**src/rtl/stopwatch_pkg.sv**
```systemverilog
// Shared stopwatch types and constants.
// The lap feature is compiled in only when STOPWATCH_LAP_EN is defined.
package stopwatch_pkg;

   localparam int NUM_SW_DIGITS = 8;

   // Moduli indexed 0 (centiseconds units) .. 7 (hours tens)
   localparam logic [NUM_SW_DIGITS-1:0][3:0] DIGIT_MOD =
      {4'd10, 4'd10, 4'd6, 4'd10, 4'd6, 4'd10, 4'd10, 4'd10};

   localparam logic [7:0] DP_MASK = 8'b01010100;

`ifdef STOPWATCH_LAP_EN
   typedef enum logic [1:0] {ST_IDLE, ST_RUNNING, ST_PAUSED, ST_LAP} sw_state_e;
`else
   typedef enum logic [1:0] {ST_IDLE, ST_RUNNING, ST_PAUSED} sw_state_e;
`endif

endpackage

```
**src/rtl/stopwatch_bcd_mod_counter.sv**
```systemverilog
// Single BCD digit counting 0..MODULUS-1; carry_out fires on the wrapping increment.
module bcd_mod_counter #(
   parameter int unsigned MODULUS = 10
) (
   input  logic       clk,
   input  logic       rst,
   input  logic       ena,
   output logic [3:0] count_out,
   output logic       carry_out
);

   logic [3:0] count_q, count_d;
   logic       at_max;

   always_comb begin
      at_max    = (count_q == 4'(MODULUS - 1));
      count_d   = count_q;
      if (ena) count_d = at_max ? 4'd0 : count_q + 4'd1;
      carry_out = ena && at_max;
   end

   always_ff @(posedge clk) begin
      if (!rst) count_q <= '0;
      else      count_q <= count_d;
   end

   assign count_out = count_q;

endmodule

```
**src/rtl/stopwatch_core.sv**
```systemverilog
// Stopwatch control FSM, prescaler and chained BCD digits (HH:MM:SS.cc).
// Define STOPWATCH_LAP_EN to build the LAP state and lap register.
module stopwatch_core
   import stopwatch_pkg::*;
#(
   parameter int TICK_PRESCALER = 1000000
) (
   input  logic                          clk,
   input  logic                          rst,
   input  logic                          ena,
   input  logic                          start_stop,
   input  logic                          lap_reset,
   output logic [NUM_SW_DIGITS-1:0][3:0] digits_out,
   output logic [7:0]                    dps_out,
   output logic                          running,
   output logic                          overflow
);

   localparam int PW = $clog2(TICK_PRESCALER);

   sw_state_e                     state_q, state_d;
   logic [PW-1:0]                 presc_q, presc_d;
   logic                          running_q, running_d;
   logic                          overflow_q, overflow_d;
   logic                          counting, clear_cnt, cnt_rst;
   logic [NUM_SW_DIGITS:0]        carry;
   logic [NUM_SW_DIGITS-1:0][3:0] count;
`ifdef STOPWATCH_LAP_EN
   logic [NUM_SW_DIGITS-1:0][3:0] lap_q, lap_d;
`endif

   always_comb begin
`ifdef STOPWATCH_LAP_EN
      counting = ena && (state_q == ST_RUNNING || state_q == ST_LAP);
`else
      counting = ena && (state_q == ST_RUNNING);
`endif
      carry[0]  = counting && (presc_q == PW'(TICK_PRESCALER - 1));
      presc_d   = presc_q;
      if (counting) presc_d = carry[0] ? '0 : presc_q + 1'b1;

      state_d   = state_q;
      clear_cnt = 1'b0;
      // start_stop takes priority whenever both pulses arrive together
      if (ena) begin
         case (state_q)
            ST_IDLE:    if (start_stop) state_d = ST_RUNNING;
            ST_RUNNING: begin
               if (start_stop) state_d = ST_PAUSED;
`ifdef STOPWATCH_LAP_EN
               else if (lap_reset) state_d = ST_LAP;
`endif
            end
`ifdef STOPWATCH_LAP_EN
            ST_LAP: begin
               if (start_stop)     state_d = ST_PAUSED;
               else if (lap_reset) state_d = ST_RUNNING;
            end
`endif
            ST_PAUSED: begin
               if (start_stop) state_d = ST_RUNNING;
               else if (lap_reset) begin
                  state_d   = ST_IDLE;
                  clear_cnt = 1'b1;
               end
            end
            default: state_d = ST_IDLE;
         endcase
      end
      if (clear_cnt) presc_d = '0;

      overflow_d = clear_cnt ? 1'b0 : (overflow_q | carry[NUM_SW_DIGITS]);
`ifdef STOPWATCH_LAP_EN
      running_d = (state_d == ST_RUNNING) || (state_d == ST_LAP);
      lap_d     = lap_q;
      if (ena && state_q == ST_RUNNING && lap_reset && !start_stop) lap_d = count;
`else
      running_d = (state_d == ST_RUNNING);
`endif
   end

   always_ff @(posedge clk) begin
      if (!rst) begin
         state_q    <= ST_IDLE;
         presc_q    <= '0;
         running_q  <= 1'b0;
         overflow_q <= 1'b0;
`ifdef STOPWATCH_LAP_EN
         lap_q      <= '0;
`endif
      end else begin
         state_q    <= state_d;
         presc_q    <= presc_d;
         running_q  <= running_d;
         overflow_q <= overflow_d;
`ifdef STOPWATCH_LAP_EN
         lap_q      <= lap_d;
`endif
      end
   end

   // Leaving PAUSED for IDLE clears the digits through their synchronous reset
   assign cnt_rst = rst && !clear_cnt;

   for (genvar i = 0; i < NUM_SW_DIGITS; i++) begin : g_digit
      bcd_mod_counter #(.MODULUS(int'(DIGIT_MOD[i]))) u_digit (
         .clk       (clk),
         .rst       (cnt_rst),
         .ena       (carry[i]),
         .count_out (count[i]),
         .carry_out (carry[i+1])
      );
   end

`ifdef STOPWATCH_LAP_EN
   assign digits_out = (state_q == ST_LAP) ? lap_q : count;
`else
   assign digits_out = count;
`endif
   assign dps_out  = DP_MASK;
   assign running  = running_q;
   assign overflow = overflow_q;

endmodule

```
**config.mk**
```make
export PLATFORM = sky130hd
export DESIGN_NAME = stopwatch_core
export DESIGN_NICKNAME = d
export VERILOG_FILES = /design/src/rtl/stopwatch_pkg.sv /design/src/rtl/stopwatch_bcd_mod_counter.sv /design/src/rtl/stopwatch_core.sv
export SDC_FILE = /design/constraint.sdc
export NUM_CORES = 1
export LEC_CHECK = 0
export CORE_MARGIN = 5
export CORE_UTILIZATION = 54
export DETAILED_ROUTE_END_ITERATION = 7
export PLACE_DENSITY = 0.8
export SLEW_MARGIN = 20
export SYNTH_ARGS = -nofsm -noshare
export SYNTH_HDL_FRONTEND = slang
export SYNTH_SLANG_ARGS = --single-unit
```
**constraint.sdc**
```tcl
create_clock -name clk -period 2.2 [get_ports clk]
set_clock_uncertainty 0.05 [all_clocks]
set_input_delay 0.44 -clock clk [delete_from_list [all_inputs] [get_ports clk]]
set_output_delay 0.44 -clock clk [all_outputs]
set_load 0.01 [all_outputs]
```
# == Yosys cells after proc, flatten, opt, wreduce, memory -nomap -nowiden ==
# Index checks and enable logic that the tools add are counted.
# Widths: inputs -> output; s select.
# word_totals
register_bits,56
input_bits,5
word_cells,68
# classes
eq_ne,12
n_reduce_logical,14
mux,19
bitwise_logic,2
n_addsub,9
# ops
operator,count
$add 4x1->4 const B,8
$mux 4,8
$eq 4x4->1 const B,6
$add 20x1->20 const B,1
$eq 20x20->1 const B,1
$mux 20,1
$logic_and 1x1->1,11
$mux 2,5
$eq 4x3->1 const B,2
$pmux 2 s3,1
$eq 2x1->1 const B,2
$mux 1,4
$eq 2x2->1 const B,1
$logic_not 2->1,1
$reduce_or 2->1,1
$logic_not 1->1,1
$not 1->1,1
$or 1x1->1,1

# == Longest topological paths before layout ==
# Gate-level depths: netlist of run 1.
# logic_depth
word_depth,12
mapped_depth,8
mapped_depth_nobuf,6

# == Cells and area by module ==
# From an unflattened synthesis of run 1, not the netlist that was laid out.
# hier_totals
cells_unflattened,307
hier_area_um2,2783.9
# by_module_without_submodules
mod,area_per_inst_um2,cells_each,instances
stopwatch_core,1262.5,149,1
bcd_mod_counter (g_digit[0].u_digit ...),191.4,20,6
bcd_mod_counter (g_digit[3].u_digit ...),186.4,19,2

# == Worst setup path before layout of run 1 ==
# Ideal clock, no wire load.
# synth_path
path_type,register to register
start,register g_digit[0].u_digit.count_q[2]
end,register g_digit[7].u_digit.count_q[2]
slack_ns,0.179
synth_period_minus_slack_ns,2.021
stages_incl_launch_ff,6
t_arrival_ns,1.912
setup_time_ns,0.059
path_cell_list,dfxtp_1 nand2b_1 or4_1 or4_1 or4_1 nand2_1
# synth_via
elab_chain_len,8
# synth_rtl
element,line,source
"start, declared",stopwatch_bcd_mod_counter.sv:12,"logic [3:0] count_q, count_d;"
"start signal, assigned",stopwatch_bcd_mod_counter.sv:24,else count_q <= count_d;
$eq 4x4->1,stopwatch_bcd_mod_counter.sv:16,at_max = (count_q == 4'(MODULUS - 1));
$logic_and 1x1->1 (7 in series),stopwatch_bcd_mod_counter.sv:19,carry_out = ena && at_max;
"end signal, assigned",stopwatch_bcd_mod_counter.sv:24,
"end, declared",stopwatch_bcd_mod_counter.sv:12,
# Every way passes these cells.
# A chain may end at the register's enable or synchronous reset.

# == Worst setup path in the final report of run 1 ==
# layout_path
start,register presc_q[0]
end,register g_digit[7].u_digit.count_q[2]
# layout_via
elab_chain_len,9
# layout_rtl
element,line,source
"start, declared",stopwatch_core.sv:22,"logic [PW-1:0] presc_q, presc_d;"
"start signal, assigned",stopwatch_core.sv:93,presc_q <= presc_d;
$eq 20x20->1,stopwatch_core.sv:38,carry[0] = counting && (presc_q == PW'(TICK_PRESCALER - 1));
$logic_and 1x1->1,stopwatch_core.sv:38,
$logic_and 1x1->1 (7 in series),stopwatch_bcd_mod_counter.sv:19,
# Every way passes these cells.

==> results of run 1 <==
[cells by family after synthesis]
group / after synthesis / share of synthesized area [%]
fa+ha+maj: 1 / 0.414
compound gates: 53 / 10.4
xor+xnor: 22 / 6.38
flops: 56 / 37.1
simple gates: 182 / 36.8
mux: 10 / 3.31
buf+inv: 32 / 5.26
other cells: 2 / 0.249
[per-layer routing]
layer	vias up	track usage, %	share of wire [%]
met3	4	3.83	5.3
li1	1402	-	-
met1	1306	24.9	44
met2	71	34.4	50
met4	0	4.89	0.95
met5	-	0	0
[synth_stat cells (5+ instances only)]
master | instances | area share [%]
sky130_fd_sc_hd__mux2i_1 | 10 | 3.3
sky130_fd_sc_hd__clkbuf_1 | 5 | 0.62
sky130_fd_sc_hd__nor3_1 | 10 | 1.7
sky130_fd_sc_hd__dfxtp_1 | 56 | 37
sky130_fd_sc_hd__nand3_1 | 18 | 3.0
sky130_fd_sc_hd__xnor2_1 | 19 | 5.5
sky130_fd_sc_hd__buf_4 | 8 | 2.0
sky130_fd_sc_hd__nand4b_1 | 5 | 1.4
sky130_fd_sc_hd__nor4_1 | 6 | 1.2
sky130_fd_sc_hd__nor2b_1 | 7 | 1.4
sky130_fd_sc_hd__o21ai_0 | 10 | 1.7
sky130_fd_sc_hd__buf_2 | 7 | 1.2
sky130_fd_sc_hd__or3_1 | 5 | 1.0
sky130_fd_sc_hd__nor2_1 | 40 | 5.0
sky130_fd_sc_hd__inv_1 | 12 | 1.5
sky130_fd_sc_hd__nand2_1 | 29 | 3.6
sky130_fd_sc_hd__nand4_1 | 12 | 2.5
sky130_fd_sc_hd__and3_1 | 5 | 1.0
sky130_fd_sc_hd__a21oi_1 | 24 | 4.0
[worst min-delay path by stage]
| stage | cells past startpoint | startpoint | to | slack (ps) |
|---|---|---|---|---|
| floorplan | 2 | presc_q[1] | presc_q[1] | 400 |
| global placement | 2 | overflow | overflow | 390 |
| detailed placement | 2 | overflow | overflow | 390 |
| CTS | 2 | overflow | overflow | 400 |
| global route | 2 | overflow | overflow | 430 |
| finish | 2 | overflow | overflow | 400 |
[metrics by stage]
step / utilization (%) / worst slack, ps / setup TNS, ps
2_1_floorplan: - / 179 / 0
3_3_place_gp: 67.5 / -291 / -4390
3_5_place_dp: 67.5 / -312 / -5780
4_1_cts: 69.5 / 4.83 / 0
5_1_grt: 69.5 / 9.11 / 0
6_report: 69.5 / 140 / 0
[power by group]
part           leakage, nW  switching, W  internal (W)
logic                0.812     0.0000426     0.0000317
registers            0.451    0.00000358       0.00102
clock network       0.0552      0.000321      0.000338
[tightest hold or removal path, cell delays in order (launching register included)]
cell	delay [ps]
sky130_fd_sc_hd__dfxtp_1	320
sky130_fd_sc_hd__inv_1	40
sky130_fd_sc_hd__a21oi_1	40
[layout make-up]
class | count | area [sq um] | area share, %
Multi-Input combinational cell | 276 | 1780 | 46.7
Sequential cell | 56 | 1120 | 29.5
Timing Repair Buffer | 72 | 663 | 17.4
Tap cell | 72 | 90.1 | 2.37
Clock buffer | 6 | 72.6 | 1.91
Inverter | 12 | 45.0 | 1.18
Clock inverter | 2 | 35.0 | 0.920
[registers in the layout, indices dropped and copies added (netlist names)]
register and count:
overflow 1, state_q 2, presc_q 20, g_digit.u_digit.count_out 32, running 1
[repair_timing]
item,4_1_cts,5_1_grt
endpoints found under the setup margin,0,10
hold buffers,0,0
resized for setup,0,3
==> flow_metrics.tcl, run 1 <==
set metrics [dict create \
    run_status "finished clean" \
    number_of_global_route_vias_before_repair 2585 \
    die_h_microns 84.8 \
    die_w_microns 84.8 \
    postLayoutCellArea_sq_mm 0.00381 \
    synth_edf_count 0 \
    detail_route.first_pass.iterations 4 \
    ir_drop_v 0.000306 \
    synth-main-ff-cell "sky130_fd_sc_hd__dfxtp_1" \
    num-fill-cells 457 \
    floorplan.core_area_sq_mm 0.00547 \
    final_max_slew_viol_count 0 \
    final.period_utilization_pct 93.7 \
    critPathCapture "g_digit[7].u_digit.count_out[2]" \
    syn_area_per_cell_sq_um 8.44 \
    layout_common_cells "sky130_fd_sc_hd__dfxtp_1, sky130_fd_sc_hd__nor2_1, sky130_fd_sc_hd__clkdlybuf4s50_1, sky130_fd_sc_hd__buf_4, sky130_fd_sc_hd__nand2_1" \
    dpl.cell_count 488 \
    crit_path_max_incr_delay_ps 520 \
    r2r-end "g_digit[7].u_digit.count_out[2]" \
    grt_setup_unrepaired "no" \
    max_freq_mhz 485 \
    numCtsBuffers 5 \
    maximum_number_of_pins_on_one_net_before_global_route_repair 31 \
    fp-row-count 27 \
    top_level_ports 47 \
    crit_chain "ha_1 -> and4b_2 -> nand2_1 -> or4_1 -> or4_1 -> nand2_1" \
    ys_async_sr_fraction_pct 0 \
    global_route.usage.total_pct 19.7 \
    cts.sink_count 56 \
    port_buffers 38 \
    finish.cell_count_without_fillers 496 \
    drt-wirelength-per-cell_microns 14.0 \
    synthCells 358 \
    drive_gt1_share_pct 13.9 \
    rrSetupSlack_ps 140 \
    clock_tree_from_tritoncts "built" \
    critPathLaunch "presc_q[0]" \
    r2r_cells 6 \
    power-per-cell-area_mw_per_mm2 461 \
    diodes 0 \
    design.die.area_sq_mm 0.00719 \
    netlist-cell-type-count 54 \
    routabilityCongestion 0.795 \
    final_common_cell "sky130_fd_sc_hd__dfxtp_1" \
    cts_setup_buffers 0 \
    initial_utilization_pct 55.2 \
    synth_sequential_area_ratio_pct 37.1 \
    dpl-instance-area_sq_mm 0.00369 \
    cts.htree.levels 2 \
    postSynthRegisterBits 56 \
    hold_class "flop to flop" \
    slowest_stage "sky130_fd_sc_hd__or4_1" \
    path_max_fanout 4 \
    global_route_wire_length_before_repair_microns 11900 \
    setup.worst_path.start_class "flop" \
    drc 0 \
    crit_buf_inv 0 \
    report.power.total_w 0.00175 \
    detail-route-antenna-nets 0 \
    ys.warnings.count 0 \
    syn_area_sq_mm 0.00302 \
    finalSetupViolCount 0 \
    report.final.hold_viol_count 0 \
    antenna_found_initial 0 \
    final_nets 429 \
    cap_violations 0 \
    clock_latency_at_the_later_pin_of_the_worst_skew_pair_ps 300 \
    cts.clk_slew.worst_paths_ps 90 \
    critical_path.top_delay_family "simple AND/OR/NAND/NOR gates" \
    drt-initial-drc-count 141 \
    post-dp-hpwl_microns 5210 \
    grt.overflow.total 0 \
    vias 2783 \
    regToRegStartpoint "presc_q[0]" \
    worst-endpoint-arrival_ps 2260 \
    timing.hold.ws_ps 398 \
    leakagePower_nw 1.32 \
    synthToLayoutAreaGrowth_pct 26.0 \
    max-clock-path-buffers 2 \
    critical_path_cell_count 6 \
    finalWorstPathRequiredPeriod_ps 2060 \
    avgViaCountPerCell 5.61 \
    clk_root_buffer_cell "sky130_fd_sc_hd__clkbuf_8" \
    totalWireLength_microns 6950 \
    crit_path_end_kind "flop" \
    critical_path_required_ps 2400 \
    critical_path_class "flop to flop" \
]
No activity file was read; power rests on OpenSTA's default activity.
==> run 2: changes to the inputs <==
CORE_ASPECT_RATIO = 1.2   (was unset)
CORE_UTILIZATION = 53   (was 54)
PLACE_DENSITY = 0.79   (was 0.8)
==> run 2 against run 1 <==
Net effect: core utilization down 1.5 points; combinational power up 3%; critical path type unchanged; power decreased by 3.1%; clock-buffer cell count unchanged; die area increased by 1.7%.
==> flow_metrics.tcl, run 2 (same netlist as run 1, synthesis figures left out) <==
set metrics [dict create \
    finalSetupViolCount 0 \
    setup.worst_path.start_class "flop" \
    critical_path_required_ps 2410 \
    worst-endpoint-arrival_ps 2320 \
    floorplan.core_area_sq_mm 0.00559 \
    slowest_stage "sky130_fd_sc_hd__or4_1" \
    routabilityCongestion 0.819 \
    routed.top_layer "met4" \
    final_common_cell "sky130_fd_sc_hd__dfxtp_1" \
    port_buffers 38 \
    power_report.internal_total_w 0.00131 \
    final_max_slew_viol_count 0 \
    power-per-cell-area_mw_per_mm2 447 \
    totalWireLength_microns 7280 \
    drive_gt1_share_pct 14.4 \
    drt-initial-drc-count 196 \
    vias 2867 \
    largest_register_ff_count 32 \
    cts.sink_count 56 \
    max_freq_mhz 474 \
    leakagePower_nw 1.31 \
    fin_setup_tns_ps 0 \
    top_level_ports 47 \
    drc 0 \
    post-dp-hpwl_microns 5530 \
    crit_path_max_incr_delay_ps 540 \
    power.net_switching_w 0.000395 \
    fp-row-count 30 \
    cap_violations 0 \
    antenna_found_initial 0 \
    global_route_wire_length_before_repair_microns 12100 \
    layout_common_cells "sky130_fd_sc_hd__dfxtp_1, sky130_fd_sc_hd__nor2_1, sky130_fd_sc_hd__clkdlybuf4s50_1, sky130_fd_sc_hd__buf_4, sky130_fd_sc_hd__nand2_1" \
    cts.clk_slew.worst_paths_ps 100 \
    seqPwrFrac_pct 60.0 \
    timing.hold.ws_ps 413 \
    regToRegStartpoint "presc_q[1]" \
    crit_path_end_kind "flop" \
    clock_latency_at_the_later_pin_of_the_worst_skew_pair_ps 320 \
    final_util_pct 68.1 \
    detail_route.first_pass.iterations 4 \
    clk_root_buffer_cell "sky130_fd_sc_hd__clkbuf_8" \
    max-clock-path-buffers 2 \
    die_h_microns 92.7 \
    design.die.area_sq_mm 0.00732 \
    dr_wl_met3_microns 326 \
    final.period_utilization_pct 95.8 \
    routedLengthMet1_microns 3070 \
    numCtsBuffers 5 \
    grt.overflow.total 0 \
    grt_setup_unrepaired "no" \
    run_status "finished clean" \
    drt-wirelength-per-cell_microns 14.9 \
    ir_drop_v 0.000362 \
    finish.cell_count_without_fillers 488 \
    path_max_fanout 4 \
    detail-route-antenna-nets 0 \
    synthToLayoutAreaGrowth_pct 26.0 \
    hold_class "flop to flop" \
    dpl.cell_count 480 \
    met2_wirelength_microns 3810 \
    combinationalPowerShare_pct 4.5 \
    report.power.total_w 0.00170 \
    min-delay-start "overflow" \
    global_route.usage.total_pct 20.2 \
    cts.htree.levels 2 \
    p_clk_share_pct 35.5 \
    report.final.hold_viol_count 0 \
    die_w_microns 78.9 \
    critPathLaunch "presc_q[1]" \
    switching_share_pct 23.2 \
    number_of_global_route_vias_before_repair 2676 \
    initial_utilization_pct 54.0 \
    diodes 0 \
    final_nets 429 \
    clock_tree_from_tritoncts "built" \
    avgViaCountPerCell 5.88 \
    crit_chain "ha_2 -> and4b_2 -> nand2_1 -> or4_1 -> or4_1 -> nand2_1" \
    finalWorstPathRequiredPeriod_ps 2110 \
    maximum_number_of_pins_on_one_net_before_global_route_repair 21 \
    critical_path_class "flop to flop" \
]
## run 2: power groups by stage
stage,Sequential (W),Combinational (W),Clock (W)
global placement,0.00104,0.0000748,0
finish,0.00102,0.0000762,0.000603
floorplan,0.00104,0.0000477,0
global route,0.00102,0.0000830,0.000655
CTS,0.00102,0.0000758,0.000615
detailed placement,0.00104,0.0000764,0
## run 2: metrics by stage
stage / worst slack, ps / cell area, sq um
floorplan: 179 / 3040
global placement: -378 / 3700
detailed placement: -441 / 3700
CTS: 78.3 / 3790
global route: 7.67 / 3810
finish: 91.4 / 3810
## run 2: path summary, 6_finish.rpt
| path | to | slack (ps) | cells past startpoint |
|---|---|---|---|
| worst max-delay path | g_digit[7].u_digit.count_out[2] | 90 | 6 |
| worst min-delay path | overflow | 410 | 2 |
| worst max register to register | g_digit[7].u_digit.count_out[2] | 90 | 6 |
| worst min register to register | overflow | 410 | 2 |
## run 2: layout make-up
type	instances	area, sq um
Sequential cell	56	1120
Inverter	12	45.0
Clock inverter	2	15.0
Tap cell	64	80.1
Clock buffer	6	82.6
Timing Repair Buffer	72	672
Multi-Input combinational cell	276	1790
Fill cell	490	1790
## run 2: per-layer routing
| metal | up-vias | GRT usage (%) |
|---|---|---|
| met2 | 78 | 38.1 |
| met5 | - | 0 |
| met4 | 0 | 5.59 |
| met3 | 6 | 4.38 |
| met1 | 1375 | 22.5 |
| li1 | 1408 | - |
## run 2: critical path: cells and delay by family, from the launching register on
kind,cells,cell delay (ps)
fa+ha+maj,1,210
flops,1,370
simple gates,5,1420
## run 2: repair_timing
action,in CTS,in global routing
hold buffers,0,0
setup buffers,0,0
gates resized for setup,1,4
endpoints found under the setup margin,3,6
pin swaps,0,0
